**config.mk**
```make
export PLATFORM = sky130hd
export DESIGN_NAME = serial_sub_ctrl_flat
export DESIGN_NICKNAME = d
export VERILOG_FILES = /design/src/rtl/serial_sub_ctrl_pkg.sv /design/src/rtl/serial_sub_ctrl_if.sv /design/src/rtl/serial_sub_ctrl_fullsub.sv /design/src/rtl/serial_sub_ctrl.sv /design/src/flat_wrapper.sv
export SDC_FILE = /design/constraint.sdc
export NUM_CORES = 1
export LEC_CHECK = 0
export CORE_MARGIN = 2
export CORE_UTILIZATION = 30
export CTS_BUF_LIST = sky130_fd_sc_hd__clkbuf_16
export DETAILED_ROUTE_END_ITERATION = 7
export GPL_ROUTABILITY_DRIVEN = 1
export PLACE_DENSITY = 0.61
export SYNTH_ARGS = -nofsm -noshare
export SYNTH_HDL_FRONTEND = slang
export SYNTH_SLANG_ARGS = --single-unit
```
**constraint.sdc**
```tcl
create_clock -name clk -period 4.65 [get_ports clk]
set_clock_uncertainty 0.2 [all_clocks]
set_input_delay 0.6975 -clock clk [delete_from_list [all_inputs] [get_ports clk]]
set_output_delay 0.6975 -clock clk [all_outputs]
set_load 0.005 [all_outputs]
```
**src/rtl/serial_sub_ctrl_pkg.sv**
```systemverilog
// Shared types and helpers for the bit-serial subtraction controller.
// The FSM state encoding and the bit-counter width are used by the controller.
package serial_sub_pkg;

    typedef enum logic [1:0] {
        IDLE  = 2'd0,
        SHIFT = 2'd1,
        DONE  = 2'd2
    } state_t;

    // Width of the bit counter; a minimum of one bit keeps degenerate widths legal.
    function automatic int cnt_width(input int width);
        return (width > 1) ? $clog2(width) : 1;
    endfunction

endpackage

```
**src/rtl/serial_sub_ctrl_if.sv**
```systemverilog
// Start/done request bus between a requester and the serial subtractor.
// The master drives the operands and start; the slave returns flags and results.
interface serial_sub_ctrl_if #(
    parameter int WIDTH = 8
);
    logic             start;
    logic [WIDTH-1:0] a;
    logic [WIDTH-1:0] b;
    logic             busy;
    logic             done;
    logic [WIDTH-1:0] diff;
    logic             borrow;
    logic             zero;

    modport master (
        output start, a, b,
        input  busy, done, diff, borrow, zero
    );

    modport slave (
        input  start, a, b,
        output busy, done, diff, borrow, zero
    );
endinterface

```
**src/rtl/serial_sub_ctrl_fullsub.sv**
```systemverilog
// Combinational full-subtractor cell assembled from two half-subtractors.
// d = x - y - bin (one bit); bout is the borrow out of that bit.
module halfsub (
    input  logic x,
    input  logic y,
    output logic d,
    output logic bout
);
    assign d    = x ^ y;
    assign bout = ~x & y;
endmodule

module fullsub (
    input  logic x,
    input  logic y,
    input  logic bin,
    output logic d,
    output logic bout
);
    logic d_first;
    logic b_first;
    logic b_second;

    halfsub u_hs_xy (
        .x    (x),
        .y    (y),
        .d    (d_first),
        .bout (b_first)
    );

    // Second stage subtracts the incoming borrow from the partial difference.
    halfsub u_hs_bin (
        .x    (d_first),
        .y    (bin),
        .d    (d),
        .bout (b_second)
    );

    assign bout = b_first | b_second;
endmodule

```
**src/rtl/serial_sub_ctrl.sv**
```systemverilog
// Bit-serial A - B controller: one fullsub cell, LSB first, one bit per clock.
// Results load on the last shift edge and hold until the next completed operation.
module serial_sub_ctrl
    import serial_sub_pkg::*;
#(
    parameter int WIDTH = 8
) (
    input  logic              clk,
    input  logic              rst_n,
    serial_sub_ctrl_if.slave  bus
);
    localparam int CW = cnt_width(WIDTH);

    state_t           state_reg;
    state_t           state_next;
    logic [CW-1:0]    cnt_reg;
    logic [WIDTH-1:0] a_sr_reg;
    logic [WIDTH-1:0] b_sr_reg;
    logic [WIDTH-2:0] diff_sr_reg;
    logic             bin_reg;
    logic [WIDTH-1:0] diff_reg;
    logic             borrow_reg;
    logic             zero_reg;

    logic             d_bit;
    logic             bout_bit;
    logic             last_bit;
    logic [WIDTH-1:0] diff_shifted;

    fullsub u_fullsub (
        .x    (a_sr_reg[0]),
        .y    (b_sr_reg[0]),
        .bin  (bin_reg),
        .d    (d_bit),
        .bout (bout_bit)
    );

    // The partial difference is kept one bit short: the newest bit completes it.
    assign diff_shifted = {d_bit, diff_sr_reg};
    assign last_bit     = (cnt_reg == CW'(WIDTH - 1));

    always_comb begin
        state_next = state_reg;
        case (state_reg)
            IDLE:    if (bus.start) state_next = SHIFT;
            SHIFT:   if (last_bit)  state_next = DONE;
            DONE:    state_next = IDLE;
            default: state_next = IDLE;
        endcase
    end

    always_ff @(posedge clk or negedge rst_n) begin
        if (!rst_n) begin
            state_reg   <= IDLE;
            cnt_reg     <= '0;
            a_sr_reg    <= '0;
            b_sr_reg    <= '0;
            diff_sr_reg <= '0;
            bin_reg     <= 1'b0;
            diff_reg    <= '0;
            borrow_reg  <= 1'b0;
            zero_reg    <= 1'b0;
        end else begin
            state_reg <= state_next;
            case (state_reg)
                IDLE: begin
                    if (bus.start) begin
                        a_sr_reg    <= bus.a;
                        b_sr_reg    <= bus.b;
                        diff_sr_reg <= '0;
                        bin_reg     <= 1'b0;
                        cnt_reg     <= '0;
                    end
                end
                SHIFT: begin
                    a_sr_reg    <= a_sr_reg >> 1;
                    b_sr_reg    <= b_sr_reg >> 1;
                    diff_sr_reg <= diff_shifted[WIDTH-1:1];
                    bin_reg     <= bout_bit;
                    cnt_reg     <= cnt_reg + 1'b1;
                    if (last_bit) begin
                        diff_reg   <= diff_shifted;
                        borrow_reg <= bout_bit;
                        zero_reg   <= (diff_shifted == '0);
                    end
                end
                default: ;
            endcase
        end
    end

    assign bus.busy   = (state_reg == SHIFT);
    assign bus.done   = (state_reg == DONE);
    assign bus.diff   = diff_reg;
    assign bus.borrow = borrow_reg;
    assign bus.zero   = zero_reg;

endmodule

```
**src/flat_wrapper.sv**
```systemverilog
// flat-port wrapper written by rule: the top's interface ports become plain ports
module serial_sub_ctrl_flat import serial_sub_pkg::*;
#(
    parameter int WIDTH = 8
)
  (clk, rst_n, bus_start, bus_a, bus_b, bus_busy, bus_done, bus_diff, bus_borrow, bus_zero);
  serial_sub_ctrl_if #(.WIDTH(WIDTH)) bus_i ();
  input  logic clk;
  input  logic rst_n;
  input wire logic [$bits(bus_i.start)-1:0] bus_start;
  input wire logic [$bits(bus_i.a)-1:0] bus_a;
  input wire logic [$bits(bus_i.b)-1:0] bus_b;
  output wire logic [$bits(bus_i.busy)-1:0] bus_busy;
  output wire logic [$bits(bus_i.done)-1:0] bus_done;
  output wire logic [$bits(bus_i.diff)-1:0] bus_diff;
  output wire logic [$bits(bus_i.borrow)-1:0] bus_borrow;
  output wire logic [$bits(bus_i.zero)-1:0] bus_zero;
  assign bus_i.start = bus_start;
  assign bus_i.a = bus_a;
  assign bus_i.b = bus_b;
  assign bus_busy = bus_i.busy;
  assign bus_done = bus_i.done;
  assign bus_diff = bus_i.diff;
  assign bus_borrow = bus_i.borrow;
  assign bus_zero = bus_i.zero;
  serial_sub_ctrl #(.WIDTH(WIDTH)) u_core (.clk(clk), .rst_n(rst_n), .bus(bus_i));
endmodule
```
==> summary.txt <==
Timing
  – Max Freq: 366.5 MHz
  – Min Clock Period, post-route: roughly 2.7 ns
  – Slew @ Worst Pin: about 0.85 ns
  – Crit share post-route: approximately three fifths
  – Slew Limit Fails: 0
  – RSZ-0062 raised after global routing: false
  – Max_slew headroom: 43.25%
  – Hold Violations, Final: 0
  – # setup viols final: 0
  – Setup_tns: 0 ns

Clocking
  – CTS tree: done
  – TritonCTS buffer count: 5
  – H-tree depth: 2
  – Post_cts resized: 0
  – Clk slew on worst S/H paths: 0.06 ns
  – Clock tree root driver cell: clkbuf_16
  – Cts hold-fix bufs: 0
  – Post-CTS Repair Setup Buffers: 0
  – Worst-Skew Late Latency: 0.27 ns
  – Clock tree buffer depth: 2
  – Clock sinks: 39

Power
  – Pint: 940.9 µW
  – Pwr/cell area: 634.3 nW/µm²
  – Leakage: ~1 nW
  – Sequential power share: 42.3%
  – Switch Pwr: 431.4 µW
  – Clk network pwr share: between 20% and 30%
  – Logic pwr share: 34.5%
  – Switch share: 31.43%
  – Worst vdd ir: around 0.00028 V

Floorplanning
  – IO Pins: 31
  – Initial Utilization: about 31%
  – Die area: 6300 µm²
  – Total core area: approximately 5500 µm²
  – Die W: 79.37 µm
  – Rows: 27
  – DIE HEIGHT: about 79 µm

Drt
  – Pre-antenna DRT Iters: 4
  – Final wirelength: 3057 µm
  – Number of remaining DRC errors: 0
  – Post-route ant nets: 0
  – Vias/cell: 4.490
  – Routed vias: approximately 1100
  – WL/cell: about 13 µm
  – Initial drt markers: 91

Setup path
  – Crit path kind: flop to output pin
  – Max FO, Critical Path: 22
  – CP Capture Type: output pin
  – Arr. time, crit path: 1.83 ns
  – Startpoint types: flop
  – WP data required: 3.75 ns

Place
  – Routability Congestion: ~0.68
  – Post-DP Area: 2022 µm²
  – Post-DP HPWL: 1989 µm
  – Buffers added on ports: 30

Synth
  – Register area share after synthesis: 57.27%
  – Syn Inst Count: 138
  – Yosys top cell area share: 57.27%
  – Post-synthesis xor/xnor area fraction: 0%
  – Post-Syn Nets: 160
  – Post-Synth Adder-Cell Area: between 2 and 3%
  – Yosys warnings: 0
  – Post-Syn Area: 1704 µm²
  – Synth Area in Simple Gates: under 10%
  – Cell taking the most area after synthesis: dfrtp_1
  – Avg Synthesized Cell Area: 12.35 µm²
  – Multiplexer area fraction after synthesis: 11.75%
  – Combinational family with the most area after synthesis: compound AO/OA/AOI/OAI gates
  – Compound-Gate Fraction of Synth Area: 13.95%
  – #FFs+latches synth: 39
  – Largest cells by area after synthesis: dfrtp_1, mux2i_1, a22o_1, nand2_1, o21ai_1
  – Cell variety after synth: 26

Global route
  – Pin count of the biggest net entering global routing: 40
  – Vias in the first global route: 1140
  – Initial antenna violation count: 0
  – First-pass GRT wire length: 5582 µm
  – GRT Total Usage: about 11%
  – GRT overflow: 0

Final layout
  – Commonest non-fill, non-tap cell in the layout: dfrtp_1
  – Final instance area: 2163 µm²
  – Ant diodes: 0
  – Most frequent cells in the layout: dfrtp_1, clkdlybuf4s50_1, nand2_1
  – Area grow syn2layout: 26.95%
  – Layout cell share with drive strength beyond 1: 8.876%
  – Nets: 190

Outcome
  – Outcome: finished clean

Worst hold path
  – Worst Hold Class: flop to flop

Run
  – Max-Cap Viols: 0
-- power by group through the flow --
stage                     registers [mW]  clock network [mW]  logic (mW)
after global placement             0.585                   0       0.470
after global routing               0.604               0.343       0.537
after detailed placement           0.586                   0       0.481
final                              0.581               0.318       0.474
after floorplan                    0.557                   0       0.360
after CTS                          0.582               0.330       0.482
-- layer usage --
layer | part of all wire (%) | GRT usage, % | vias up
li1 | - | - | 548
met1 | 51 | 16.41 | 513
met2 | 44 | 16.02 | 19
met3 | 3.8 | 3.507 | 2
met4 | 0.59 | 4.138 | 0
met5 | 0 | 0 | -
-- synth_stat cells --
| cell type | number |
|---|---|
| a21oi_1 | 3 |
| a22o_1 | 9 |
| a22oi_1 | 1 |
| a31oi_1 | 2 |
| a32o_1 | 1 |
| and2_1 | 2 |
| and2b_1 | 1 |
| buf_4 | 4 |
| buf_6 | 2 |
| buf_8 | 1 |
| dfrtp_1 | 39 |
| fa_1 | 1 |
| ha_1 | 2 |
| inv_1 | 4 |
| inv_4 | 1 |
| mux2_1 | 5 |
| mux2_2 | 3 |
| mux2i_1 | 11 |
| nand2_1 | 19 |
| nand2b_4 | 1 |
| nand3b_4 | 1 |
| nor2b_1 | 3 |
| nor4_1 | 2 |
| o21ai_0 | 7 |
| o21ai_1 | 12 |
| o21bai_4 | 1 |
-- per-stage QoR --
stage | hold slack, ns | setup slack, ns | power [mW] | cells | utilization (%)
after floorplan | 0.2019 | 2.971 | 0.9179 | 138 | -
after global placement | 0.2633 | 2.207 | 1.055 | 233 | 36.72
after detailed placement | 0.2726 | 2.202 | 1.067 | 233 | 36.72
after CTS | 0.2851 | 1.891 | 1.395 | 241 | 39.29
after global routing | 0.2992 | 1.777 | 1.485 | 241 | 39.29
final | 0.2751 | 1.922 | 1.372 | 241 | 39.29
-- logic make-up (layout without fill, tap and decap cells) --
| logic type | count (synthesis) | count (layout) |
|---|---|---|
| AOI/OAI and AO/OA | 36 | 36 |
| adders and majority gates | 3 | 3 |
| buffers and inverters | 12 | 43 |
| DFF | 39 | 39 |
| muxes | 19 | 19 |
| and+or+nand+nor | 29 | 29 |
-- final timing paths --
kind,startpoint,to,slack (ns),depth (start not counted)
worst min register to register,u_core.bin_reg,u_core.bin_reg,0.28,2
worst min-delay path,u_core.bin_reg,u_core.bin_reg,0.28,2
worst max register to register,u_core.state_reg[0],u_core.a_sr_reg[1],2.88,2
max in group asynchronous,rst_n,u_core.b_sr_reg[6],3.38,1
min in group asynchronous,rst_n,u_core.bus.diff[5],0.33,1
worst max-delay path,u_core.state_reg[0],bus_busy,1.92,3
-- final cells by class --
class / count / area (µm²)
timing repair buffer: 30 / 295.3
clock inverter: 3 / 16.27
multi-input combinational: 87 / 639.4
sequential: 39 / 975.9
inverter: 5 / 21.27
clock buffer: 5 / 125.1
fill: 535 / 3343
tap: 72 / 90.09
-- critical path, stage by stage, from the launching register on --
cell	delay, ns
dfrtp_1	0.62
nand2b_4	0.11
inv_4	0.26
clkdlybuf4s50_1	0.57
No activity file was read; power rests on OpenSTA's default activity.
